<file path="src/rtl/m_mem_arbiter_pkg.sv">
// Shared encodings for the unified-memory arbiter.
// State and owner values are fixed so traces read the same across builds.
package m_mem_arbiter_pkg;

  typedef enum logic [1:0] {
    S_IDLE = 2'd0,
    S_WAIT = 2'd1,
    S_RESP = 2'd2
  } arb_state_t;

  localparam logic OWN_IF = 1'b0;
  localparam logic OWN_MA = 1'b1;

endpackage

</file>
<file path="src/rtl/m_arb_latency_counter.sv">
// Loadable down-counter with a zero flag.
// Times the fixed memory read latency for the arbiter.
module m_arb_latency_counter #(
  parameter int W = 2
) (
  input  logic         i_clk,
  input  logic         i_rst,
  input  logic         i_load,
  input  logic [W-1:0] i_load_val,
  input  logic         i_dec,
  output logic         o_zero
);

  logic [W-1:0] r_cnt;

  always_ff @(posedge i_clk) begin
    if (i_rst) begin
      r_cnt <= '0;
    end else if (i_load) begin
      r_cnt <= i_load_val;
    end else if (i_dec && (r_cnt != '0)) begin
      r_cnt <= r_cnt - W'(1);
    end
  end

  assign o_zero = (r_cnt == '0);

endmodule

</file>
<file path="src/rtl/m_mem_arbiter.sv">
// IF/MA arbiter for a single-port fixed-latency memory.
// MA has priority; a starve counter forces IF through.
import m_mem_arbiter_pkg::*;

module m_mem_arbiter #(
  parameter int ADDR_W     = 32,
  parameter int DATA_W     = 32,
  parameter int LAT        = 2,
  parameter int STARVE_MAX = 4
) (
  input  logic              w_clock,
  input  logic              w_reset,
  input  logic              w_if_req,
  input  logic [ADDR_W-1:0] w_if_addr,
  output logic              r_if_ack,
  output logic [DATA_W-1:0] r_if_rdata,
  output logic              w_if_stall,
  input  logic              w_ma_req,
  input  logic              w_ma_we,
  input  logic [ADDR_W-1:0] w_ma_addr,
  input  logic [DATA_W-1:0] w_ma_wdata,
  output logic              r_ma_ack,
  output logic [DATA_W-1:0] r_ma_rdata,
  output logic              w_ma_stall,
  output logic              r_mem_en,
  output logic              r_mem_we,
  output logic [ADDR_W-1:0] r_mem_addr,
  output logic [DATA_W-1:0] r_mem_wdata,
  input  logic [DATA_W-1:0] w_mem_rdata
);

  localparam int CW = $clog2(LAT + 1);
  localparam int SW = $clog2(STARVE_MAX + 1);

  arb_state_t    r_state;
  arb_state_t    w_state_nxt;
  logic          r_owner;
  logic [SW-1:0] r_starve;
  logic          w_grant;
  logic          w_pick_if;
  logic          w_zero;
  logic          w_done;
  logic          w_cnt_load;
  logic          w_cnt_dec;

  // The strobe cycle reloads the counter, so a stale zero cannot end WAIT early.
  assign w_cnt_load = (r_state == S_WAIT) && r_mem_en;
  assign w_cnt_dec  = (r_state == S_WAIT) && !r_mem_en;
  assign w_done     = w_cnt_dec && w_zero;

  m_arb_latency_counter #(
    .W(CW)
  ) u_lat_cnt (
    .i_clk      (w_clock),
    .i_rst      (w_reset),
    .i_load     (w_cnt_load),
    .i_load_val (CW'(LAT - 1)),
    .i_dec      (w_cnt_dec),
    .o_zero     (w_zero)
  );

  always_comb begin
    w_state_nxt = r_state;
    w_grant     = 1'b0;
    w_pick_if   = 1'b0;
    unique case (r_state)
      S_IDLE: begin
        if (w_if_req || w_ma_req) begin
          w_grant     = 1'b1;
          w_pick_if   = w_if_req &&
                        (!w_ma_req ||
                         (r_starve == SW'(STARVE_MAX)));
          w_state_nxt = S_WAIT;
        end
      end
      S_WAIT: begin
        if (w_done) w_state_nxt = S_RESP;
      end
      S_RESP:  w_state_nxt = S_IDLE;
      default: w_state_nxt = S_IDLE;
    endcase
  end

  always_ff @(posedge w_clock) begin
    if (w_reset) r_state <= S_IDLE;
    else         r_state <= w_state_nxt;
  end

  always_ff @(posedge w_clock) begin
    if (w_reset) begin
      r_owner     <= OWN_IF;
      r_starve    <= '0;
      r_mem_en    <= 1'b0;
      r_mem_we    <= 1'b0;
      r_mem_addr  <= '0;
      r_mem_wdata <= '0;
      r_if_ack    <= 1'b0;
      r_ma_ack    <= 1'b0;
      r_if_rdata  <= '0;
      r_ma_rdata  <= '0;
    end else begin
      r_mem_en <= w_grant;
      r_if_ack <= w_done && (r_owner == OWN_IF);
      r_ma_ack <= w_done && (r_owner == OWN_MA);
      if (w_grant) begin
        r_owner     <= w_pick_if ? OWN_IF : OWN_MA;
        r_mem_we    <= !w_pick_if && w_ma_we;
        r_mem_addr  <= w_pick_if ? w_if_addr : w_ma_addr;
        r_mem_wdata <= w_pick_if ? '0 : w_ma_wdata;
        if (w_pick_if) begin
          r_starve <= '0;
        end else if (w_if_req &&
                     (r_starve != SW'(STARVE_MAX))) begin
          r_starve <= r_starve + SW'(1);
        end
      end
      if (w_done && (r_owner == OWN_IF)) begin
        r_if_rdata <= w_mem_rdata;
      end
      if (w_done && (r_owner == OWN_MA) && !r_mem_we) begin
        r_ma_rdata <= w_mem_rdata;
      end
    end
  end

  assign w_if_stall = w_if_req && !r_if_ack;
  assign w_ma_stall = w_ma_req && !r_ma_ack;

endmodule
</file>
<file path="config.mk">
export PLATFORM = sky130hd
export DESIGN_NAME = m_mem_arbiter
export DESIGN_NICKNAME = d
export VERILOG_FILES = /design/src/rtl/m_mem_arbiter_pkg.sv /design/src/rtl/m_arb_latency_counter.sv /design/src/rtl/m_mem_arbiter.sv
export SDC_FILE = /design/constraint.sdc
export NUM_CORES = 1
export LEC_CHECK = 0
export BUFFER_PORTS_ARGS = -buffer_cell sky130_fd_sc_hd__buf_4
export CORE_AREA = 2 2 131 101
export DETAILED_ROUTE_END_ITERATION = 8
export DIE_AREA = 0 0 133 103
export GPL_ROUTABILITY_DRIVEN = 0
export GPL_TIMING_DRIVEN = 1
export PLACE_DENSITY = 0.81
export REMOVE_ABC_BUFFERS = 1
export SETUP_SLACK_MARGIN = 0.02
export SLEW_MARGIN = 20
export SYNTH_ARGS = -nofsm -noshare
export SYNTH_HDL_FRONTEND = slang
export SYNTH_HIERARCHICAL = 1
export SYNTH_SLANG_ARGS = --single-unit
</file>
<file path="constraint.sdc">
create_clock -name w_clock -period 3.7 [get_ports w_clock]
set_input_delay 0.74 -clock w_clock [delete_from_list [all_inputs] [get_ports w_clock]]
set_output_delay 0.74 -clock w_clock [all_outputs]
set_load 0.01 [all_outputs]
</file>
## After elaboration in Yosys (flattened, before gate mapping)

Index checks and enable logic that the tools add are counted.
Widths: inputs -> output; s select.

| operators by class | value |
|---|---|
| bitwise operators | 1 |
| multiplexer cells | 14 |
| $add $sub $neg | 2 |
| equality and inequality tests | 5 |
| reductions and logical operators | 28 |

Operators by type and width:

| cell | count |
|---|---|
| $mux 32 | 2 |
| $logic_and 1x1->1 | 12 |
| $mux 1 | 7 |
| $logic_not 1->1 | 6 |
| $mux 3 | 2 |
| $reduce_bool 2->1 | 3 |
| $logic_not 2->1 | 2 |
| $mux 2 | 2 |
| $ne 2x2->1 const B | 2 |
| $pmux 2 s2 | 1 |
| $reduce_and 2->1 | 2 |
| $add 3x1->3 const B | 1 |
| $eq 3x3->1 const B | 1 |
| $ne 3x3->1 const B | 1 |
| $eq 2x1->1 const B | 1 |
| $logic_or 1x1->1 | 2 |
| $reduce_or 2->1 | 1 |
| $sub 2x1->2 const B | 1 |
| $not 1->1 | 1 |

| word-level totals | value |
|---|---|
| flip-flop bits (word level) | 140 |
| input bits | 133 |

## Longest topological paths before layout

| depth | value |
|---|---|
| depth after elaboration | 7 |
| depth in mapped cells | 7 |

## By module

Netlist, hierarchy kept.

By module, submodules not included:

| module | area an instance (um^2) | times used | cells an instance |
|---|---|---|---|
| m_mem_arbiter | 5,806.8 | 1 | 688 |
| m_arb_latency_counter | 126.4 | 1 | 14 |

## Worst setup path after synthesis

Ideal clock, no wire load.

| timing path | value |
|---|---|
| path kind | input to output |
| from | input w_ma_req |
| to | output w_ma_stall |
| buffers on the path | 2 |
| path slack | 1.548 ns |
| data arrival time | 1.412 ns |
| required time | 2.960 ns |
| stages | 3 |
| cell sequence | buf_2 -> buf_1 -> nor2b_1 |

| between the ends | value |
|---|---|
| cells in the longest elaborated chain, start to end | 1 |

Ends and longest elaborated chain:

| item | line | text |
|---|---|---|
| start: declaration | m_mem_arbiter.sv:18 | `input logic w_ma_req,` |
| $logic_and 1x1->1 | m_mem_arbiter.sv:127 | `assign w_ma_stall = w_ma_req && !r_ma_ack;` |
| end: declaration | m_mem_arbiter.sv:24 | `output logic w_ma_stall,` |

Every way passes these cells.

## Worst setup path after layout

| timing path | value |
|---|---|
| from | register u_lat_cnt.r_cnt[0] |
| to | register r_ma_rdata[16] |

| between the ends | value |
|---|---|
| cells in the longest elaborated chain, start to end | 4 |

Ends and longest elaborated chain:

| item | line | text |
|---|---|---|
| start: declaration | m_arb_latency_counter.sv:14 | `logic [W-1:0] r_cnt;` |
| start signal: assignment | m_arb_latency_counter.sv:20 | `r_cnt <= i_load_val;` |
| start signal: assignment | m_arb_latency_counter.sv:22 | `r_cnt <= r_cnt - W'(1);` |
| $logic_not 2->1 | m_arb_latency_counter.sv:26 | `assign o_zero = (r_cnt == '0);` |
| via w_zero | m_mem_arbiter.sv:41 | `logic w_zero;` |
| $logic_and 1x1->1 | m_mem_arbiter.sv:49 | `assign w_done = w_cnt_dec && w_zero;` |
| $logic_and 1x1->1 (2 in series) | m_mem_arbiter.sv:120 | `if (w_done && (r_owner == OWN_MA) && !r_mem_we) begin` |
| end signal: assignment | m_mem_arbiter.sv:121 | `r_ma_rdata <= w_mem_rdata;` |
| end: declaration | m_mem_arbiter.sv:23 | `output logic [DATA_W-1:0] r_ma_rdata,` |

The timed path passes the listed nets, and every way through them passes these cells.
A chain may end at the register's enable or synchronous reset.

==> results.py <==
metrics = {
    "run_status": {
        "status": "finished clean",
    },
    "synth": {
        "synth-warning-count": 6,
        "synthTopCellsByArea": "dfxtp_1, a21oi_1, o21ai_0",
        "synth_top_area_cell": "dfxtp_1",
        "async_flop_share": 0,
        "synth-seq-cells": 140,
        "dominantRegCellSynth": "dfxtp_1",
        "synth_top_area_frac": 0.472,
        "synth.most_common_cell": "dfxtp_1",
        "syn_avg_cell_area_sq_um": 8.45,
        "synth_cells": 702,
        "synth_area_sq_um": 5930,
        "synthTopCellsByCount": "dfxtp_1, a21oi_1, o21ai_0",
        "synth-edff-count": 0,
        "yosysSeqAreaShare": 0.472,
        "synth.distinct_cells": 41,
    },
    "place": {
        "io_buffers": 266,
        "place_area_sq_um": 7880,
        "dp_hpwl_mm": 12.4,
    },
    "sta": {
        "slew_violations": 0,
        "tightest_slew_ns": 1.14,
        "worst_slew_margin_rel": 0.240,
        "max_freq_ghz": 0.437,
        "hold_viol": 0,
        "setup_viol": 0,
        "whs_ns": 0.473,
        "min_period_ns": 2.29,
        "grt_setup_unrepaired": "false",
        "final.period_utilization": 0.618,
        "fin_tns_setup_ns": 0,
        "clock_skew_ns": 0.00988,
    },
    "layout": {
        "antenna_cells": 0,
        "fin_area_sq_um": 8450,
        "fillers": 1069,
        "multi_input_area_sq_um": 2720,
        "nets": 1052,
        "drive_gt1_frac": 0.354,
        "ff_latch_area_sq_um": 2800,
        "syn2layout_area_growth_pct": 42.5,
    },
    "critical_path": {
        "regToRegStartpoint": "u_lat_cnt/r_cnt[0]",
        "worst-endpoint-required_ns": 3.98,
        "rr_worst_depth": 6,
        "cp_num_buf_inv": 2,
        "slowest_delay_ns": 0.70,
        "cp.arrival_ns": 2.57,
        "regToRegEndpoint": "r_ma_rdata[16]",
        "endpoint_kind": "flip-flop",
        "regToRegSetupSlack_ns": 1.41,
        "critPathKind": "reg -> reg",
        "critPathMaxFanout": 34,
        "cp_slowest_cell": "nand4bb_2",
        "path_delay_family": "simple AND/OR/NAND/NOR gates",
        "path_cells": "inv_1, ha_1, nand4bb_2, buf_4, o21ai_0, a21oi_1",
        "start_kind": "flip-flop",
    },
    "clocking": {
        "cts_root_buf": "clkbuf_16",
        "post-cts-setup-buffers": 0,
        "postCtsHoldBufs": 0,
        "cts.repair.resized": 0,
        "clkTransAtPathRegs_ns": 0.06,
        "cts-htree-levels": 4,
        "cts.path.max_buffers": 2,
        "cts.sinks": 140,
        "cts_tree": "done",
        "clkLatencyLatePin_ns": 0.41,
        "cts_buffers": 17,
    },
    "route": {
        "drt-pass1-iter-count": 5,
        "wl_per_cell_um": 17.5,
        "drc": 0,
        "drt-initial-drc-count": 356,
        "wl_mm": 19.2,
        "vias_per_cell": 5.79,
        "drtAntennaViolNets": 0,
        "vias": 6371,
    },
    "global_routing": {
        "gr-total-overflow": 0,
        "antenna_found_initial": 0,
        "grt_pass1_vias": 5721,
        "grt_max_degree": 49,
        "grt.total_usage": 0.273,
        "grt_first_pass_wirelength_mm": 30.0,
    },
    "power_and_ir_drop": {
        "power.density_nw_per_um2": 506,
        "ir_drop_v": 0.000327,
        "power_w": 0.00428,
        "power_leakage_nw": 3.38,
    },
    "die": {
        "rows": 36,
        "dieWidth_um": 133,
        "core_sq_um": 12600,
        "die_h_um": 103,
        "start_util": 0.472,
        "die_area_sq_um": 13700,
        "design.portCount": 267,
    },
    "worst_hold_path": {
        "hold-path-cell-count": 2,
        "hp-class": "reg -> reg",
        "worstHoldStart": "r_if_rdata[1]",
        "worstHoldEndpoint": "r_if_rdata[1]",
    },
    "job": {
        "maxCapViolCount": 0,
    },
}
==> flip-flops by register name, summed over array words and instances (netlist names) <==
| signal | flops |
|---|---|
| r_mem_we | 1 |
| u_lat_cnt/r_cnt | 2 |
| r_mem_wdata | 32 |
| r_starve | 3 |
| r_mem_en | 1 |
| r_if_rdata | 32 |
| r_state | 2 |
| r_ma_rdata | 32 |
| r_ma_ack | 1 |
| r_if_ack | 1 |
| r_owner | 1 |
| r_mem_addr | 32 |
==> worst register-to-register path, stage by stage (launching register included) <==
cell and delay (ns):
dfxtp_1 0.31, inv_1 0.06, ha_1 0.28, nand4bb_2 0.70
buf_4 0.49, o21ai_0 0.23, a21oi_1 0.10
==> metrics by stage <==
stage / util / std cells / worst slack (ns)
after detailed placement: 0.627 / 1068 / 1.44
after global routing: 0.673 / 1100 / 1.21
after floorplan: - / 614 / 1.27
final: 0.673 / 1100 / 1.41
after CTS: 0.673 / 1100 / 1.40
after global placement: 0.627 / 1068 / 1.50
==> layout make-up <==
cell class | count | share of cell area
sequential | 140 | 0.332
multi-input combinational | 467 | 0.322
timing repair buffer | 283 | 0.251
clock buffer | 20 | 0.0540
tap | 171 | 0.0253
clock inverter | 12 | 0.0132
inverter | 7 | 0.00311
==> layer usage <==
metal,part of all wire,vias to the layer above,GRT usage
met5,0,-,0
met4,0.016,0,0.0728
met3,0.095,27,0.0777
met2,0.47,284,0.446
met1,0.42,3007,0.359
li1,-,3053,-
==> cell families after synthesis <==
logic type      after synthesis  synth area share
compound gates              330             0.323
flops                       140             0.472
simple gates                128             0.118
buf+inv                      95            0.0723
fa+ha+maj                     3           0.00633
xor+xnor                      3           0.00443
other cells                   2           0.00127
mux                           1           0.00169
==> power breakdown <==
group	switching, W	total [W]	internal (W)
Sequential	0.0000760	0.00171	0.00163
Clock	0.000681	0.00165	0.000968
Combinational	0.000522	0.000916	0.000394
Total	0.00128	0.00428	0.00300
==> cells in the final DEF (no fill, tap or decap), types with 4 or more instances in the layout <==
cell / n
a21oi_1: 131
a311oi_1: 32
buf_4: 283
clkbuf_16: 17
clkinv_2: 4
dfxtp_1: 140
inv_1: 5
nand3_1: 96
nor2_1: 4
nor3_1: 5
o2111ai_1: 33
o21ai_0: 117
o21ai_1: 12
==> worst max-delay path by stage <==
stage               depth (start not counted)             end          startpoint  slack (ns)
finish                                      6  r_ma_rdata[16]  u_lat_cnt/r_cnt[0]        1.41
global route                                6  r_ma_rdata[16]  u_lat_cnt/r_cnt[0]        1.21
CTS                                         6  r_ma_rdata[16]  u_lat_cnt/r_cnt[0]        1.40
detailed placement                          6  r_ma_rdata[27]  u_lat_cnt/r_cnt[0]        1.44
global placement                            4  r_mem_addr[25]            w_ma_req        1.50
floorplan                                   5   r_if_rdata[0]  u_lat_cnt/r_cnt[0]        1.27
Note: power is estimated with default switching activity, not from simulation.
